--- config.mk ---
export PLATFORM = sky130hd
export DESIGN_NAME = serial_subtractor
export DESIGN_NICKNAME = d
export VERILOG_FILES = /design/src/rtl/sub_pkg.sv /design/src/rtl/full_subtractor.sv /design/src/rtl/serial_subtractor.sv
export SDC_FILE = /design/constraint.sdc
export NUM_CORES = 1
export LEC_CHECK = 0
export CAP_MARGIN = 25
export CORE_UTILIZATION = 44
export DETAILED_ROUTE_END_ITERATION = 12
export HOLD_SLACK_MARGIN = 0.05
export PLACE_DENSITY = 0.74
export SYNTH_ARGS = -nofsm -noshare
export SYNTH_HDL_FRONTEND = slang
export SYNTH_SLANG_ARGS = --single-unit
--- constraint.sdc ---
create_clock -name clk -period 1.4 [get_ports clk]
set_clock_uncertainty 0.15 [all_clocks]
set_input_delay 0.28 -clock clk [delete_from_list [all_inputs] [get_ports clk]]
set_output_delay 0.28 -clock clk [all_outputs]
set_load 0.03 [all_outputs]
--- src/rtl/sub_pkg.sv ---
// rtl/sub_pkg.sv - shared state encoding and counter sizing for the serial subtractor
package sub_pkg;

  typedef enum logic [1:0] {
    IDLE = 2'd0,
    RUN  = 2'd1,
    DONE = 2'd2
  } state_e;

  // Bit counter width: ceil(log2(w)), never narrower than one bit.
  function automatic int cnt_width(input int w);
    return (w <= 2) ? 1 : $clog2(w);
  endfunction

endpackage

--- src/rtl/full_subtractor.sv ---
// rtl/full_subtractor.sv - one-bit combinational subtract cell with borrow
module full_subtractor (
  input  logic a,
  input  logic b,
  input  logic bin,
  output logic diff,
  output logic bout
);

  assign diff = a ^ b ^ bin;
  assign bout = (~a & b) | (~(a ^ b) & bin);

endmodule

--- src/rtl/serial_subtractor.sv ---
// rtl/serial_subtractor.sv - bit-serial a - b - borrow_in, LSB first, one bit per clock
module serial_subtractor
  import sub_pkg::*;
#(
  parameter int WIDTH = 8
) (
  input  logic             clk,
  input  logic             rst,
  input  logic             start,
  input  logic [WIDTH-1:0] a,
  input  logic [WIDTH-1:0] b,
  input  logic             borrow_in,
  output logic             busy,
  output logic             done,
  output logic [WIDTH-1:0] difference,
  output logic             borrow_out,
  output logic             overflow
);

  localparam int            CW   = cnt_width(WIDTH);
  localparam logic [CW-1:0] LAST = CW'(WIDTH - 1);

  state_e           state_q, state_d;
  logic [CW-1:0]    cnt_q, cnt_d;
  logic             br_q, br_d;
  logic [WIDTH-1:0] a_sh_q, a_sh_d;
  logic [WIDTH-1:0] b_sh_q, b_sh_d;
  logic             a_msb_q, a_msb_d;
  logic             b_msb_q, b_msb_d;
  logic [WIDTH-1:0] diff_q, diff_d;
  logic             bout_q, bout_d;
  logic             ovf_q, ovf_d;
  logic             fs_diff, fs_bout;

  full_subtractor u_cell (
    .a    (a_sh_q[0]),
    .b    (b_sh_q[0]),
    .bin  (br_q),
    .diff (fs_diff),
    .bout (fs_bout)
  );

  always_comb begin
    state_d = state_q;
    cnt_d   = cnt_q;
    br_d    = br_q;
    a_sh_d  = a_sh_q;
    b_sh_d  = b_sh_q;
    a_msb_d = a_msb_q;
    b_msb_d = b_msb_q;
    diff_d  = diff_q;
    bout_d  = bout_q;
    ovf_d   = ovf_q;

    case (state_q)
      IDLE, DONE: begin
        if (start) begin
          state_d = RUN;
          cnt_d   = '0;
          br_d    = borrow_in;
          a_sh_d  = a;
          b_sh_d  = b;
          a_msb_d = a[WIDTH-1];
          b_msb_d = b[WIDTH-1];
        end else begin
          state_d = IDLE;
        end
      end
      RUN: begin
        // Difference bits shift into the top of the minuend register as it empties.
        a_sh_d = {fs_diff, a_sh_q[WIDTH-1:1]};
        b_sh_d = b_sh_q >> 1;
        br_d   = fs_bout;
        cnt_d  = cnt_q + CW'(1);
        if (cnt_q == LAST) begin
          state_d = DONE;
          cnt_d   = '0;
          diff_d  = {fs_diff, a_sh_q[WIDTH-1:1]};
          bout_d  = fs_bout;
          ovf_d   = (a_msb_q ^ b_msb_q) & (fs_diff ^ a_msb_q);
        end
      end
      default: state_d = IDLE;
    endcase
  end

  always_ff @(posedge clk) begin
    if (rst) begin
      state_q <= IDLE;
      cnt_q   <= '0;
      br_q    <= 1'b0;
      a_sh_q  <= '0;
      b_sh_q  <= '0;
      a_msb_q <= 1'b0;
      b_msb_q <= 1'b0;
      diff_q  <= '0;
      bout_q  <= 1'b0;
      ovf_q   <= 1'b0;
    end else begin
      state_q <= state_d;
      cnt_q   <= cnt_d;
      br_q    <= br_d;
      a_sh_q  <= a_sh_d;
      b_sh_q  <= b_sh_d;
      a_msb_q <= a_msb_d;
      b_msb_q <= b_msb_d;
      diff_q  <= diff_d;
      bout_q  <= bout_d;
      ovf_q   <= ovf_d;
    end
  end

  assign busy       = (state_q == RUN);
  assign done       = (state_q == DONE);
  assign difference = diff_q;
  assign borrow_out = bout_q;
  assign overflow   = ovf_q;

endmodule

==> results_dict.tcl <==
set metrics [dict create \
    power.density_nw_per_um2 935 \
    slew_viol_final 0 \
    dpl-instance-area_sq_um 1790 \
    yosysWarnings 0 \
    ff2ff_path_depth 4 \
    clk_path_buf_depth 2 \
    htreeDepth 2 \
    holdPathStages 2 \
    drt_first_iter_violations 22 \
    path_clk_slew_ns 0.09 \
    rows 20 \
    rr_endpoint "overflow$_SDFFE_PP0P_" \
    layout-drive-gt1-share_pct 34.9 \
    status "finished, violations left" \
    r2r_slack_ns -0.14 \
    synthesis.area_sq_um 1410 \
    min-delay-path-class "flip-flop to flip-flop" \
    hold_violations 0 \
    cts.sinks 34 \
    slew-limit-headroom_pct 84.1 \
    holdWs_ns 0.319 \
    cts_tree "done" \
    layout_common_cells "nand2_1 (44), dfxtp_1 (27), buf_4 (20), clkdlybuf4s50_1 (19), nor2_1 (18)" \
    setup_violations 13 \
    hp-start "difference[6]$_SDFFE_PP0P_" \
    cts_buffers 5 \
    met2_usage_pct 35.6 \
    ys_seq_area_share_pct 48.3 \
    async_reset_ff_share_pct 0 \
    grt_pass1_vias 1219 \
    drtPass1Iterations 4 \
    place_congestion 0.754 \
    hold_end "difference[6]$_SDFFE_PP0P_" \
    drt_wl_total_mm 3.42 \
    grt_busiest_layer "met2" \
    hpwlAfterDp_mm 2.18 \
    ir_worst_vdd_v 0.000485 \
    core_area_sq_um 3050 \
    grt_pass1_wl_mm 5.30 \
    post-place-ws_ns -0.364 \
    post-route-period-util_pct 110 \
    r2r_start "b_sh_q[0]$_SDFFE_PP0P_" \
    worst_slew_pin_slew_ns 0.237 \
    diodes 0 \
    boundaryPins 32 \
    violations "negative setup slack" \
    seq_area_sq_um 692 \
    cts_root_buffer "clkbuf_4" \
    die-area_sq_um 3430 \
    grt_max_degree 37 \
    setup_ws_ns -0.141 \
    antenna_found_initial 0 \
    power.leakage_nw 0.826 \
    max_freq_mhz 649 \
    grt-ovfl-total 0 \
    ys_ff_latch 34 \
    die_w_um 58.6 \
    grtUsageMet3_pct 4.18 \
    synth-edff-count 0 \
    drc 0 \
    fin_area_sq_um 2090 \
    num_vias 1352 \
    grtUsageMet1_pct 24.7 \
    start_util_pct 46.1 \
    antenna_left 0 \
    total_power_mw 1.96 \
    crit_type "flip-flop to flip-flop" \
    synthFlopType "dfxtp_1" \
    endpoint_kind "flip-flop" \
    portBuffers 31 \
    die_h_um 58.6 \
    worstPathMaxFanout 4 \
    syn_area_per_cell_sq_um 8.19 \
    final_common_cell "nand2_1" \
    worstPathRequired_ns 1.50 \
    rsz0062_at_grt "yes" \
    maxCapViolations 0 \
    post_cts_hold_buffer_count 0 \
    synth_cells 172 \
    post_drt_wl_per_cell_um 13.4 \
    multiInputGateArea_sq_um 787 \
    yosys.cell_types.count 23 \
    syn2layout_area_growth_pct 48.5 \
    insertion_delay_ns 0.33 \
    cp-start-kind "flip-flop" \
    arrival_ns 1.64 \
    synth_nets 195 \
    fillers 254 \
    track_usage_pct 20.5 \
    finalCriticalPeriod_ns 1.54 \
    avgViaCountPerCell 5.28 \
    final_nets 236 \
]
state kept, by name, summed over array words and instances (netlist names):
register and flops:
a_msb_q 1, cnt_q 3, difference 8, state_q 2, b_sh_q 8, overflow 1, b_msb_q 1, br_q 1
a_sh_q 8, borrow_out 1
cells in the mapped netlist (2+ instances only):
library cell  number  area [sq um]
a211oi_1           2          15.0
a21oi_1           15          75.1
a311oi_1          14           123
a31oi_1            2          12.5
buf_2              3          15.0
buf_4              5          37.5
clkbuf_1           4          15.0
dfxtp_1           34           681
ha_1               2          25.0
inv_1              3          11.3
nand2_1           51           191
nand3_1            5          25.0
nand3b_1           2          15.0
nor2_1            20          75.1
nor2b_1            2          12.5
critical path: stages (launching register included):
cell      delay, ns
dfxtp_2        0.34
inv_2          0.04
fa_2           0.61
nand3b_1       0.14
a211oi_2       0.20
routing by layer:
layer  up-vias  share of wire, %
met5         -                 0
met4         0               2.3
met3        10               4.4
met2        41                50
met1       636                43
li1        665                 -
cell type report:
type                            count  share of cell area (%)
Sequential cell                    34                    33.1
Tap cell                           44                    2.63
Clock buffer                        6                    2.45
Timing Repair Buffer               47                    23.6
Inverter                            3                   0.658
Multi-Input combinational cell    122                    37.6
repair_timing:
item                       4_1_cts  5_1_grt
gates resized for setup         32       17
setup endpoints to repair       15       20
pin swaps                        7        5
cloned                           1        1
buffers inserted                 1        3
metrics by stage:
step	util (%)	setup TNS, ns	std cells
after floorplan	-	-0.0509	172
after global placement	58.8	-4.62	244
after detailed placement	58.8	-5.98	244
after CTS	65.2	-0.541	252
after global routing	68.5	-1.16	256
final	68.5	-0.519	256
how the worst max path moves through the flow:
stage	start	end	slack, ns	depth (start not counted)
after CTS	br_q$_SDFFE_PP0P_	overflow$_SDFFE_PP0P_	-0.13	4
after detailed placement	start	b_sh_q[5]$_SDFFE_PP0P_	-0.36	5
after global routing	b_sh_q[0]$_SDFFE_PP0P_	overflow$_SDFFE_PP0P_	-0.19	4
final	b_sh_q[0]$_SDFFE_PP0P_	overflow$_SDFFE_PP0P_	-0.14	4
after global placement	start	b_sh_q[6]$_SDFFE_PP0P_	-0.28	5
after floorplan	br_q$_SDFFE_PP0P_	overflow$_SDFFE_PP0P_	-0.03	4
logic make-up after synthesis:
logic type	Yosys count	synth area share (%)
buffers and inverters	16	6.39
and+or+nand+nor	84	25.0
DFF	34	48.3
adders and majority gates	3	3.20
AOI/OAI and AO/OA	35	17.1
report_power, final:
part	internal (mW)	total [mW]	switching, mW
clock network	0.226	0.518	0.292
registers	1.03	1.08	0.0527
logic	0.188	0.358	0.171
total	1.44	1.96	0.516
Note: power is estimated with default switching activity, not from simulation.
